### src/rtl/dbg_apb_pkg.sv
// Shared definitions for the debug-bus APB responder: register map, CTRL/STATUS
// bit positions, identification and abort constants, and responder FSM states.
package dbg_apb_pkg;

   localparam logic [2:0] DBG_REG_CTRL     = 3'd0;
   localparam logic [2:0] DBG_REG_STATUS   = 3'd1;
   localparam logic [2:0] DBG_REG_PC       = 3'd2;
   localparam logic [2:0] DBG_REG_GPR_IDX  = 3'd3;
   localparam logic [2:0] DBG_REG_GPR_DATA = 3'd4;
   localparam logic [2:0] DBG_REG_ID       = 3'd5;
   localparam logic [2:0] DBG_REG_SCRATCH  = 3'd6;

   localparam int unsigned CTRL_HALT_BIT   = 0;
   localparam int unsigned CTRL_RESUME_BIT = 1;
   localparam int unsigned CTRL_STEP_BIT   = 2;

   localparam int unsigned STATUS_HALTED_BIT   = 0;
   localparam int unsigned STATUS_HALT_REQ_BIT = 1;
   localparam int unsigned STATUS_ERR_BIT      = 2;

   localparam logic [31:0] DBG_ID_DEFAULT    = 32'h7AC1_0001;
   localparam logic [31:0] DBG_ABORT_PATTERN = 32'hDEAD_BEEF;

   typedef enum logic [1:0] {
      ST_IDLE,
      ST_RESP,
      ST_GPR_WAIT
   } dbg_state_t;

   function automatic logic [31:0] status_word(input logic halted,
                                               input logic halt_req,
                                               input logic err);
      status_word = '0;
      status_word[STATUS_HALTED_BIT]   = halted;
      status_word[STATUS_HALT_REQ_BIT] = halt_req;
      status_word[STATUS_ERR_BIT]      = err;
   endfunction

endpackage

### src/rtl/dbg_run_ctrl.sv
// Run-control sequencing for the debug responder: halt request level,
// resume/step pulses, and detection of resume attempts on a running core.
module dbg_run_ctrl
   import dbg_apb_pkg::*;
(
   input  logic clk,
   input  logic rst_n,
   input  logic ctrl_wr,
   input  logic halt,
   input  logic resume,
   input  logic step,
   input  logic core_halted,
   output logic core_halt_req,
   output logic core_resume,
   output logic core_step,
   output logic illegal_resume
);

   logic wants_run;

   // A halt in the same write suppresses resume/step entirely, without error.
   assign wants_run      = ctrl_wr && (resume || step) && !halt;
   assign illegal_resume = wants_run && !core_halted;

   always_ff @(posedge clk or negedge rst_n) begin
      if (!rst_n) begin
         core_halt_req <= 1'b0;
         core_resume   <= 1'b0;
         core_step     <= 1'b0;
      end else begin
         if (ctrl_wr && halt) begin
            core_halt_req <= 1'b1;
         end else if (core_halted) begin
            core_halt_req <= 1'b0;
         end
         core_resume <= wants_run && core_halted;
         core_step   <= wants_run && core_halted && step;
      end
   end

endmodule

### src/rtl/dbg_apb_responder.sv
// Core-side APB responder of the debug bus: decodes transfers into the debug
// register file and sequences GPR accesses against the halted core.
module dbg_apb_responder
   import dbg_apb_pkg::*;
#(
   parameter int unsigned ADDR_WIDTH     = 32,
   parameter int unsigned APB_ADDR_WIDTH = 5,
   parameter int unsigned DATA_WIDTH     = 32,
   parameter int unsigned GPR_TIMEOUT    = 16,
   parameter logic [31:0] DBG_ID         = DBG_ID_DEFAULT
) (
   input  logic                      clk,
   input  logic                      rst_n,
   input  logic [APB_ADDR_WIDTH-1:0] apb_addr,
   input  logic                      apb_sel,
   input  logic                      apb_enable,
   input  logic                      apb_wr_rd,
   input  logic [DATA_WIDTH-1:0]     apb_wdata,
   output logic                      apb_ready,
   output logic [DATA_WIDTH-1:0]     apb_rdata,
   output logic                      core_halt_req,
   input  logic                      core_halted,
   output logic                      core_resume,
   output logic                      core_step,
   input  logic [ADDR_WIDTH-3:0]     core_pc,
   output logic                      gpr_rd_en,
   output logic                      gpr_wr_en,
   output logic [4:0]                gpr_idx,
   output logic [31:0]               gpr_wr_data,
   input  logic [31:0]               gpr_rd_data,
   input  logic                      gpr_rd_valid
);

   localparam int unsigned CNT_W = $clog2(GPR_TIMEOUT + 1);

   dbg_state_t            state;
   dbg_state_t            state_nxt;
   logic [2:0]            word;
   logic                  access;
   logic                  rd_acc;
   logic                  wr_acc;
   logic                  is_gpr;
   logic                  gpr_denied;
   logic                  timeout_hit;
   logic                  gpr_abort;
   logic                  ctrl_wr;
   logic                  illegal_resume;
   logic [CNT_W-1:0]      gpr_cnt;
   logic [DATA_WIDTH-1:0] rdata_q;
   logic [DATA_WIDTH-1:0] rd_mux;
   logic [4:0]            idx_q;
   logic [31:0]           scratch;
   logic                  err;
   logic                  unused_ok;

   assign word        = apb_addr[4:2];
   assign unused_ok   = ^apb_addr;
   assign access      = (state == ST_IDLE) && apb_sel && apb_enable;
   assign rd_acc      = access && !apb_wr_rd;
   assign wr_acc      = access && apb_wr_rd;
   assign is_gpr      = (word == DBG_REG_GPR_DATA);
   assign gpr_denied  = access && is_gpr && !core_halted;
   assign timeout_hit = (gpr_cnt == CNT_W'(GPR_TIMEOUT - 1));
   assign gpr_abort   = (state == ST_GPR_WAIT) && apb_sel && !gpr_rd_valid && timeout_hit;
   assign ctrl_wr     = wr_acc && (word == DBG_REG_CTRL);

   assign apb_ready = (state == ST_RESP);
   assign apb_rdata = apb_ready ? rdata_q : '0;
   assign gpr_idx   = idx_q;

   dbg_run_ctrl u_run_ctrl (
      .clk            (clk),
      .rst_n          (rst_n),
      .ctrl_wr        (ctrl_wr),
      .halt           (apb_wdata[CTRL_HALT_BIT]),
      .resume         (apb_wdata[CTRL_RESUME_BIT]),
      .step           (apb_wdata[CTRL_STEP_BIT]),
      .core_halted    (core_halted),
      .core_halt_req  (core_halt_req),
      .core_resume    (core_resume),
      .core_step      (core_step),
      .illegal_resume (illegal_resume)
   );

   always_comb begin
      rd_mux = '0;
      case (word)
         DBG_REG_STATUS:  rd_mux = DATA_WIDTH'(status_word(core_halted, core_halt_req, err));
         DBG_REG_PC:      rd_mux = DATA_WIDTH'(32'({core_pc, 2'b00}));
         DBG_REG_GPR_IDX: rd_mux = DATA_WIDTH'(idx_q);
         DBG_REG_ID:      rd_mux = DATA_WIDTH'(DBG_ID);
         DBG_REG_SCRATCH: rd_mux = DATA_WIDTH'(scratch);
         default:         rd_mux = '0;
      endcase
   end

   always_ff @(posedge clk or negedge rst_n) begin
      if (!rst_n) begin
         state <= ST_IDLE;
      end else begin
         state <= state_nxt;
      end
   end

   always_comb begin
      state_nxt = state;
      case (state)
         ST_IDLE: begin
            if (access) begin
               state_nxt = (rd_acc && is_gpr && core_halted) ? ST_GPR_WAIT : ST_RESP;
            end
         end
         ST_RESP: state_nxt = ST_IDLE;
         ST_GPR_WAIT: begin
            // Losing sel abandons the read; late GPR data is simply never captured.
            if (!apb_sel) begin
               state_nxt = ST_IDLE;
            end else if (gpr_rd_valid || timeout_hit) begin
               state_nxt = ST_RESP;
            end
         end
         default: state_nxt = ST_IDLE;
      endcase
   end

   always_ff @(posedge clk or negedge rst_n) begin
      if (!rst_n) begin
         gpr_cnt     <= '0;
         rdata_q     <= '0;
         idx_q       <= '0;
         scratch     <= '0;
         err         <= 1'b0;
         gpr_rd_en   <= 1'b0;
         gpr_wr_en   <= 1'b0;
         gpr_wr_data <= '0;
      end else begin
         gpr_rd_en <= rd_acc && is_gpr && core_halted;
         gpr_wr_en <= wr_acc && is_gpr && core_halted;
         if (wr_acc && is_gpr && core_halted) begin
            gpr_wr_data <= 32'(apb_wdata);
         end
         if (wr_acc && (word == DBG_REG_GPR_IDX)) begin
            idx_q <= apb_wdata[4:0];
         end
         if (wr_acc && (word == DBG_REG_SCRATCH)) begin
            scratch <= 32'(apb_wdata);
         end

         if ((state == ST_GPR_WAIT) && (state_nxt == ST_GPR_WAIT)) begin
            gpr_cnt <= gpr_cnt + 1'b1;
         end else begin
            gpr_cnt <= '0;
         end

         if (rd_acc) begin
            rdata_q <= rd_mux;
         end else if (wr_acc) begin
            rdata_q <= '0;
         end else if ((state == ST_GPR_WAIT) && apb_sel) begin
            if (gpr_rd_valid) begin
               rdata_q <= DATA_WIDTH'(gpr_rd_data);
            end else if (timeout_hit) begin
               rdata_q <= DATA_WIDTH'(DBG_ABORT_PATTERN);
            end
         end

         if (gpr_denied || gpr_abort || illegal_resume) begin
            err <= 1'b1;
         end else if (wr_acc && (word == DBG_REG_STATUS) && apb_wdata[STATUS_ERR_BIT]) begin
            err <= 1'b0;
         end
      end
   end

endmodule

### config.mk
export PLATFORM = sky130hd
export DESIGN_NAME = dbg_apb_responder
export DESIGN_NICKNAME = d
export VERILOG_FILES = /design/src/rtl/dbg_apb_pkg.sv /design/src/rtl/dbg_run_ctrl.sv /design/src/rtl/dbg_apb_responder.sv
export SDC_FILE = /design/constraint.sdc
export NUM_CORES = 1
export LEC_CHECK = 0
export ABC_CLOCK_PERIOD_IN_PS = 3400
export CELL_PAD_IN_SITES_DETAIL_PLACEMENT = 1
export CELL_PAD_IN_SITES_GLOBAL_PLACEMENT = 1
export CORE_AREA = 2 2 147 106
export DETAILED_ROUTE_END_ITERATION = 7
export DIE_AREA = 0 0 149 108
export PLACE_DENSITY = 0.86
export SYNTH_ARGS = -nofsm -noshare
export SYNTH_HDL_FRONTEND = slang
export SYNTH_SLANG_ARGS = --single-unit
### constraint.sdc
create_clock -name clk -period 3.4 [get_ports clk]
set_input_delay 1.02 -clock clk [delete_from_list [all_inputs] [get_ports clk]]
set_output_delay 1.02 -clock clk [all_outputs]
set_load 0.01 [all_outputs]
==> impl_metrics.env, run 1 <==
export IMPL_stdcell_area_um2=8130
export IMPL_multi_input_area_um2=2440
export IMPL_finalNetCount=755
export IMPL_tightest_slew_ps=707
export IMPL_drt_pass1_iter_count=4
export IMPL_yosysSeqAreaShare_pct=52.3
export IMPL_slowest_stage="clkdlybuf4s50_1"
export IMPL_placed_area_um2=7530
export IMPL_run_status="finished, final reports clean"
export IMPL_grt_pass1_wl_mm=28.9
export IMPL_setup_violations=0
export IMPL_fin_crit_ps=3180
export IMPL_cp_num_buf_inv=2
export IMPL_period_share_pct=93.5
export IMPL_ys_warn_count=0
export IMPL_syn_to_final_growth_pct=48.8
export IMPL_post_cts_buffers=0
export IMPL_syn_avg_cell_area_um2=11.7
export IMPL_required_ps=2380
export IMPL_peakVddDrop_uv=400
export IMPL_async_reset_ff_share_pct=100
export IMPL_crit_family="buffers and inverters"
export IMPL_ys_top_cells_by_count="dfrtp_1, mux2_2, and2_1"
export IMPL_num_rows=37
export IMPL_fill_cells=1505
export IMPL_via_count=4568
export IMPL_die_area_um2=16100
export IMPL_grt_pass1_vias=5108
export IMPL_fin_skew_ps=11.6
export IMPL_grt_usage_pct=23.6
export IMPL_finalPower_w=0.00421
export IMPL_routed_via_density=5.34
export IMPL_reg2reg_depth=7
export IMPL_tritoncts="yes"
export IMPL_path_cells="nor2b_2 -> buf_12 -> and2_1 -> clkdlybuf4s50_1"
export IMPL_yosysTopAreaCell="dfrtp_1"
export IMPL_h_tree_depth=4
export IMPL_drtIter0Drc=154
export IMPL_synth_top_area_share_pct=52.3
export IMPL_die_h_um=108
export IMPL_crit_reg2reg_capture="rdata_q[2]$_DFFE_PN0P_"
export IMPL_ctsHoldBuffers=0
export IMPL_holdCritPathClass="register to register"
export IMPL_ant_nets=0
export IMPL_cts_buffers=17
export IMPL_finalMaxSlewViolations=0
export IMPL_cts_clk_slew_worst_paths_ps=50
export IMPL_yosysMostFrequentCell="dfrtp_1"
export IMPL_die_w_um=149
export IMPL_drv_cap=0
export IMPL_drive_above_1_share_pct=22.4
export IMPL_drt_total_wl_mm=18.4
export IMPL_power_density_nw_per_um2=518
export IMPL_clk_latency_ps=410
export IMPL_ios=181
export IMPL_cts_resized=0
export IMPL_slowest_delay_ps=590
export IMPL_hpwl_mm=12.8
export IMPL_synth_area_top_cells="dfrtp_1, mux2_2, o211ai_2"
export IMPL_clock_path_buffers=2
export IMPL_finalHoldViolations=0
export IMPL_fmax_mhz=315
export IMPL_crit_type="register to primary output"
export IMPL_slew_headroom_pct=52.8
export IMPL_fin_setup_tns_ps=0
export IMPL_final_seq_area_um2=2850
export IMPL_start_util_pct=37.6
export IMPL_synth_area_um2=5460
export IMPL_worstPathArrival_ps=2160
export IMPL_min_path_cells=1
export IMPL_grt_overflow_total=0
export IMPL_syn_num_nets=576
export IMPL_wire_per_inst_um=21.5
export IMPL_crit_fanout=26
export IMPL_min_from="gpr_cnt[0]$_DFF_PN0_"
export IMPL_yosys_cell_types_count=43
export IMPL_endpoint_kind="primary output"
export IMPL_core_area_um2=14500
export IMPL_place_gp_congestion=0.802
export IMPL_antenna_found_initial=1
export IMPL_rsz0062_at_grt="no"
export IMPL_portBuffers=178
export IMPL_ys_ff_latch=114
export IMPL_startpoint_type="register"
export IMPL_synth_edf_count=0
export IMPL_grt_max_degree=62
export IMPL_leakagePower_nw=3.43
export IMPL_reg2reg_from="gpr_cnt[0]$_DFF_PN0_"
export IMPL_min_delay_worst_endpoint="gpr_cnt[0]$_DFF_PN0_"
export IMPL_synthCells=468
export IMPL_clock_sinks=114
export IMPL_r2r_setup_slack_ps=1250
export IMPL_synth_flop_cell="dfrtp_1"
export IMPL_drc=0
export IMPL_cts_root_buf="clkbuf_16"
-- layout make-up --
type / instances / area share [%]
antenna: 1 / 0.0308
clock buffer: 20 / 5.62
clock inverter: 12 / 1.63
inverter: 5 / 0.231
multi-input combinational: 311 / 30.0
sequential: 114 / 35.1
tap: 195 / 3.00
timing repair buffer: 198 / 24.4
-- logic make-up (layout without fill, tap and decap cells) --
| kind of cell | Yosys count | in the layout | synth area share, % |
|---|---|---|---|
| buffers and inverters | 43 | 235 | 3.51 |
| adders and majority gates | 2 | 2 | 0.458 |
| DFF | 114 | 114 | 52.3 |
| xor gates and xnor gates | 2 | 2 | 0.321 |
| muxes | 73 | 73 | 15.0 |
| and+or+nand+nor | 111 | 111 | 11.7 |
| other | 0 | 1 | 0 |
| AOI/OAI and AO/OA | 123 | 123 | 16.8 |
-- stage by stage --
step                      hold slack (ps)  std cells  worst slack, ps  util (%)
after floorplan                       433        468             1010         -
after global placement                446        823              328      51.8
final                                 473        856              221      55.9
after CTS                             478        855              224      55.9
after global routing                  492        855              121      55.9
after detailed placement              472        823              253      51.8
-- how the worst max path moves through the flow --
stage                             from                           to  slack, ps  depth (start not counted)
detailed placement         apb_addr[3]      rdata_q[30]$_DFFE_PN0P_        250                          7
finish              state[1]$_DFF_PN0_                 apb_rdata[9]        220                          4
floorplan                  apb_addr[2]  gpr_wr_data[10]$_DFFE_PN0P_       1010                          6
global route        state[1]$_DFF_PN0_                 apb_rdata[9]        120                          4
CTS                 state[1]$_DFF_PN0_                 apb_rdata[9]        220                          4
global placement           apb_addr[3]      rdata_q[16]$_DFFE_PN0P_        330                          7
-- registers in the layout (all words and copies together) (netlist names) --
register	flops
state	2
u_run_ctrl.core_step	1
scratch	32
u_run_ctrl.core_resume	1
rdata_q	32
gpr_rd_en	1
gpr_wr_en	1
gpr_cnt	5
u_run_ctrl.core_halt_req	1
gpr_idx	5
gpr_wr_data	32
err	1
-- report_power, final --
group          switching [W]  leakage [nW]  internal (W)
sequential          0.000112          1.44       0.00156
combinational       0.000317          1.71      0.000450
clock               0.000655         0.282       0.00112
-- cell usage in the layout, fill, tap and decap left out, types with 3 or more instances in the layout --
cell / synthesis / final
clkinv_2: 0 / 3
a31oi_1: 13 / 13
o21ai_0: 29 / 29
nor3b_1: 3 / 3
mux2i_1: 4 / 4
nand3b_1: 4 / 4
clkbuf_16: 0 / 17
nand2b_1: 6 / 6
a22oi_1: 21 / 21
buf_4: 0 / 17
nor2_1: 23 / 23
clkdlybuf4s50_1: 0 / 177
o211ai_2: 19 / 19
clkinvlp_4: 0 / 3
a21o_1: 8 / 8
o22ai_1: 3 / 3
o21a_1: 19 / 19
nand3_1: 17 / 15
inv_1: 5 / 5
and3_1: 3 / 3
nand2_1: 6 / 6
dfrtp_1: 114 / 114
and2_1: 33 / 33
clkinv_4: 0 / 3
a21oi_1: 7 / 7
buf_12: 0 / 4
mux2_2: 69 / 69
-- metal layers --
layer	vias up	share of wire [%]	global-route usage, %
li1	2057	-	-
met1	2353	44	29.5
met2	143	49	40.3
met3	15	5.8	6.84
met4	0	0.98	6.26
met5	-	0	0
(Power assumes the default switching activity.)
==> run 2: changes to the inputs <==
PLACE_DENSITY = not set   (was 0.86)
PLACE_DENSITY_LB_ADDON = 0.1   (was not set)
==> impl_metrics.env, run 2 (synthesis results as in run 1) <==
export IMPL_grt_pass1_wl_mm=27.6
export IMPL_finalNetCount=756
export IMPL_finalHoldViolations=0
export IMPL_grt_usage_pct=22.8
export IMPL_clock_path_buffers=2
export IMPL_startpoint_type="register"
export IMPL_drtIter0Drc=167
export IMPL_ios=181
export IMPL_antenna_found_initial=0
export IMPL_hpwl_mm=12.3
export IMPL_grt_max_degree=48
export IMPL_clock_sinks=114
export IMPL_endpoint_kind="primary output"
export IMPL_cts_resized=0
export IMPL_p_sw_w=0.00106
export IMPL_portBuffers=178
export IMPL_die_h_um=108
export IMPL_fin_setup_tns_ps=0
export IMPL_power_density_nw_per_um2=525
export IMPL_period_share_pct=88.9
export IMPL_setup_violations=0
export IMPL_cts_buffers=17
export IMPL_power_frac_comb_pct=17.9
export IMPL_mostFrequentLayoutCell="clkdlybuf4s50_1"
export IMPL_tightest_slew_ps=879
export IMPL_setup_ws_ps=376
export IMPL_final_cell_mix="clkdlybuf4s50_1, dfrtp_1, mux2_2"
export IMPL_finalMaxSlewViolations=0
export IMPL_fin_crit_ps=3020
export IMPL_grt_pass1_vias=4929
export IMPL_holdCritPathClass="register to register"
export IMPL_antenna_cells=0
export IMPL_ctsHoldBuffers=0
export IMPL_slowest_delay_ps=570
export IMPL_pwr_share_clk_pct=43.2
export IMPL_p_seq_share_pct=38.9
export IMPL_worstPathArrival_ps=2000
export IMPL_finalPower_w=0.00427
export IMPL_largestRegisters="gpr_wr_data x32, rdata_q x32, scratch x32"
export IMPL_ant_nets=0
export IMPL_h_tree_depth=4
export IMPL_worst_hold_slack_ps=479
export IMPL_leakagePower_nw=3.44
export IMPL_clk_latency_ps=420
export IMPL_drv_cap=0
export IMPL_tritoncts="yes"
export IMPL_drive_above_1_share_pct=22.1
export IMPL_drt_total_wl_mm=17.6
export IMPL_drt_pass1_iter_count=4
export IMPL_slowest_stage="clkdlybuf4s50_1"
export IMPL_cell_internal_pwr_w=0.00322
export IMPL_run_status="finished, final reports clean"
export IMPL_wire_per_inst_um=20.6
export IMPL_start_util_pct=37.6
export IMPL_die_area_um2=16100
export IMPL_required_ps=2380
export IMPL_post_cts_buffers=0
export IMPL_num_rows=37
export IMPL_cts_root_buf="clkbuf_16"
export IMPL_rsz0062_at_grt="no"
export IMPL_crit_family="buffers and inverters"
export IMPL_fill_cells=1500
export IMPL_dp_slack_ps=332
export IMPL_cp_num_buf_inv=2
export IMPL_crit_fanout=19
export IMPL_path_cells="nor2b_2 -> buf_4 -> and2_1 -> clkdlybuf4s50_1"
export IMPL_core_area_um2=14500
export IMPL_crit_type="register to primary output"
export IMPL_drc=0
export IMPL_fin_skew_ps=9.10
export IMPL_switching_share_pct=24.7
export IMPL_grt_overflow_total=0
export IMPL_peakVddDrop_uv=364
export IMPL_syn_to_final_growth_pct=49.0
export IMPL_place_gp_congestion=0.766
export IMPL_die_w_um=149
export IMPL_fmax_mhz=331
export IMPL_fin_util_pct=56.0
export IMPL_via_count=4489
export IMPL_routed_via_density=5.24
export IMPL_cts_clk_slew_worst_paths_ps=50
export IMPL_cp_num_cells=4
export IMPL_min_path_cells=1
export IMPL_reg2reg_depth=7
export IMPL_slew_headroom_pct=41.3
[run 2: path summary, 6_finish.rpt]
| kind | slack (ps) | end | from |
|---|---|---|---|
| max in group asynchronous | 2050 | gpr_cnt[2]$_DFF_PN0_ | rst_n |
| min reg2reg | 480 | rdata_q[13]$_DFFE_PN0P_ | rdata_q[13]$_DFFE_PN0P_ |
| min | 480 | rdata_q[13]$_DFFE_PN0P_ | rdata_q[13]$_DFFE_PN0P_ |
| max | 380 | apb_rdata[28] | state[1]$_DFF_PN0_ |
| max reg2reg | 1290 | rdata_q[2]$_DFFE_PN0P_ | gpr_cnt[0]$_DFF_PN0_ |
| min in group asynchronous | 630 | gpr_idx[0]$_DFFE_PN0P_ | rst_n |
[run 2: area by class of cell]
| class | count | area (um^2) | area share, % |
|---|---|---|---|
| clock buffers | 24 | 482 | 5.92 |
| multi-input cells | 311 | 2440 | 30.0 |
| inverters | 5 | 18.8 | 0.231 |
| well taps | 195 | 244 | 3.00 |
| repair buffers | 199 | 1970 | 24.3 |
| flip-flops and latches | 114 | 2850 | 35.1 |
| clock inverters | 8 | 126 | 1.55 |
[run 2: per-stage QoR]
| stage | cell area [um^2] | instances |
|---|---|---|
| after floorplan | 5460 | 468 |
| after global placement | 7530 | 824 |
| after detailed placement | 7530 | 824 |
| after CTS | 8140 | 856 |
| after global routing | 8140 | 856 |
| final | 8140 | 856 |
[run 2: per-layer routing]
metal / up-vias / GRT usage (%) / share of wire (%)
li1: 2062 / - / -
met1: 2276 / 29.3 / 45
met2: 137 / 37.8 / 47
met3: 14 / 6.54 / 6.7
met4: 0 / 6.87 / 0.92
met5: - / 0 / 0
[run 2: power groups by stage]
stage,clock network (W),logic [W],registers (W)
after floorplan,0,0.000318,0.00168
after global placement,0,0.000747,0.00167
after detailed placement,0,0.000767,0.00168
after CTS,0.00188,0.000775,0.00166
after global routing,0.00195,0.000826,0.00169
final,0.00185,0.000765,0.00166
==> run 3: changes to the inputs <==
ABC_CLOCK_PERIOD_IN_PS = 3250   (was 3400)
CORE_AREA = 2 2 151 109   (was 2 2 147 106)
DIE_AREA = 0 0 153 111   (was 0 0 149 108)
SYNTH_HIERARCHICAL = 1   (was not set)
clock period = 3.25 ns   (was 3.4 ns; I/O delays follow)
==> impl_metrics.env, run 3 <==
export IMPL_startpoint_type="register"
export IMPL_drv_cap=0
export IMPL_peakVddDrop_uv=354
export IMPL_ys_warn_count=6
export IMPL_via_count=4451
export IMPL_yosysTopAreaCell="dfrtp_1"
export IMPL_fin_crit_ps=3010
export IMPL_power_density_nw_per_um2=535
export IMPL_grt_overflow_total=0
export IMPL_fill_cells=1640
export IMPL_holdCritPathClass="register to register"
export IMPL_synth_edf_count=0
export IMPL_worstPathArrival_ps=2040
export IMPL_synth_top_area_share_pct=52.1
export IMPL_multi_input_area_um2=2430
export IMPL_core_area_um2=15800
export IMPL_ctsHoldBuffers=0
export IMPL_ys_ff_latch=114
export IMPL_fin_setup_tns_ps=0
export IMPL_drtIter0Drc=185
export IMPL_largestRegisters="gpr_wr_data x32, rdata_q x32, scratch x32"
export IMPL_place_gp_congestion=0.852
export IMPL_use_met3_pct=5.90
export IMPL_setup_violations=0
export IMPL_synth_flop_cell="dfrtp_1"
export IMPL_die_area_um2=17000
export IMPL_antenna_found_initial=0
export IMPL_drt_total_wl_mm=17.7
export IMPL_cts_clk_slew_worst_paths_ps=60
export IMPL_tritoncts="yes"
export IMPL_grt_max_degree=50
export IMPL_slew_headroom_pct=61.6
export IMPL_h_tree_depth=4
export IMPL_endpoint_kind="primary output"
export IMPL_period_share_pct=92.8
export IMPL_slowest_stage="clkdlybuf4s50_1"
export IMPL_slowest_delay_ps=560
export IMPL_clk_latency_ps=420
export IMPL_finalMaxSlewViolations=0
export IMPL_run_status="finished, final reports clean"
export IMPL_cts_buffers=17
export IMPL_fin_util_pct=51.7
export IMPL_drt_pass1_iter_count=4
export IMPL_setup_ws_ps=236
export IMPL_required_ps=2270
export IMPL_ys_top_cells_by_count="dfrtp_1, mux2_2, nor2_1"
export IMPL_cts_resized=0
export IMPL_use_met2_pct=33.0
export IMPL_rsz0062_at_grt="no"
export IMPL_die_h_um=111
export IMPL_mostFrequentLayoutCell="clkdlybuf4s50_1"
export IMPL_fmax_mhz=332
export IMPL_syn_num_nets=580
export IMPL_drive_above_1_share_pct=19.6
export IMPL_routed_via_density=5.09
export IMPL_syn_avg_cell_area_um2=11.6
export IMPL_wire_per_inst_um=20.2
export IMPL_yosysSeqAreaShare_pct=52.1
export IMPL_synth_area_um2=5480
export IMPL_synthCells=472
export IMPL_crit_type="register to primary output"
export IMPL_top_usage_layer="met2"
export IMPL_leakagePower_nw=3.52
export IMPL_die_w_um=153
export IMPL_grt_usage_pct=22.0
export IMPL_placed_area_um2=7550
export IMPL_met1_usage_pct=31.4
export IMPL_clock_path_buffers=2
export IMPL_drc=0
export IMPL_clock_sinks=114
export IMPL_final_seq_area_um2=2850
export IMPL_tightest_slew_ps=575
export IMPL_ant_nets=0
export IMPL_stdcell_area_um2=8140
export IMPL_crit_fanout=33
export IMPL_yosys_cell_types_count=53
export IMPL_dp_slack_ps=221
export IMPL_antenna_cells=0
export IMPL_post_cts_buffers=0
export IMPL_finalNetCount=765
export IMPL_cts_root_buf="clkbuf_16"
export IMPL_ios=181
export IMPL_fin_skew_ps=9.29
export IMPL_finalHoldViolations=0
export IMPL_synth_area_top_cells="dfrtp_1, mux2_2, and2_1"
export IMPL_async_reset_ff_share_pct=100
export IMPL_num_rows=39
export IMPL_yosysMostFrequentCell="dfrtp_1"
export IMPL_path_cells="nor2b_2 -> buf_4 -> and2_1 -> clkdlybuf4s50_1"
export IMPL_grt_pass1_wl_mm=28.7
export IMPL_portBuffers=178
export IMPL_grt_pass1_vias=4974
export IMPL_start_util_pct=34.7
export IMPL_hpwl_mm=12.9
export IMPL_final_cell_mix="clkdlybuf4s50_1, dfrtp_1, mux2_2"
export IMPL_finalPower_w=0.00436
export IMPL_syn_to_final_growth_pct=48.7
-- run 3: cell count changes in the layout (fill, tap and decap cells not counted), moves of 14 or more --
cell	previous run	this run
o21a_1	19	0
nor2_1	23	38
nand2_1	6	27
mux2_2	69	53
nand3_1	15	1
o211ai_2	19	0
a22o_1	0	19
-- run 3: cell type report --
cell class / count / area share (%)
Sequential cell: 114 / 35.0
Multi-Input combinational cell: 319 / 29.9
Timing Repair Buffer: 200 / 24.5
Clock buffer: 17 / 5.22
Tap cell: 205 / 3.15
Clock inverter: 15 / 2.00
Inverter: 5 / 0.230
-- run 3: critical path, delay by kind of cell, from the launching register on --
family / cells / cell delay [ps]
simple gates: 2 / 330
buf+inv: 2 / 860
flops: 1 / 420
-- run 3: report_power, final --
| part | internal (W) | total (W) | switching [W] | leakage [nW] |
|---|---|---|---|---|
| Combinational | 0.000461 | 0.000778 | 0.000318 | 1.80 |
| Clock | 0.00113 | 0.00185 | 0.000717 | 0.268 |
| Sequential | 0.00162 | 0.00173 | 0.000113 | 1.45 |
-- run 3: routing by layer --
| metal | up-vias | share of wire (%) |
|---|---|---|
| met1 | 2230 | 49 |
| li1 | 2079 | - |
| met4 | 0 | 1.0 |
| met3 | 15 | 4.9 |
| met2 | 127 | 45 |
| met5 | - | 0 |
-- run 3: logic make-up (layout without fill, tap and decap cells) --
family                     Yosys count  count (layout)  share of synthesized area (%)
and+or+nand+nor                    128             128                           13.5
xor gates and xnor gates             2               2                          0.320
DFF                                114             114                           52.1
adders and majority gates            2               2                          0.457
muxes                               73              73                           15.5
buffers and inverters               39             237                           3.75
AOI/OAI and AO/OA                  114             114                           14.3
-- run 3: worst paths after layout --
kind / endpoint / slack [ps] / startpoint / cells after the start
setup / recovery: apb_rdata[18] / 240 / state[1]$_DFF_PN0_ / 4
setup reg to reg: rdata_q[25]$_DFFE_PN0P_ / 990 / gpr_cnt[0]$_DFF_PN0_ / 7
hold reg to reg: gpr_cnt[0]$_DFF_PN0_ / 480 / gpr_cnt[0]$_DFF_PN0_ / 1
hold / removal: gpr_cnt[0]$_DFF_PN0_ / 480 / gpr_cnt[0]$_DFF_PN0_ / 1
min in group asynchronous: u_run_ctrl/core_step$_DFF_PN0_ / 530 / rst_n / 1
max in group asynchronous: rdata_q[18]$_DFFE_PN0P_ / 2110 / rst_n / 2
-- run 3: per-stage QoR --
| step | hold slack (ps) | std cells |
|---|---|---|
| 4_1_cts | 486 | 875 |
| 3_5_place_dp | 478 | 843 |
| 2_1_floorplan | 433 | 472 |
| 3_3_place_gp | 446 | 843 |
| 6_report | 485 | 875 |
| 5_1_grt | 515 | 875 |
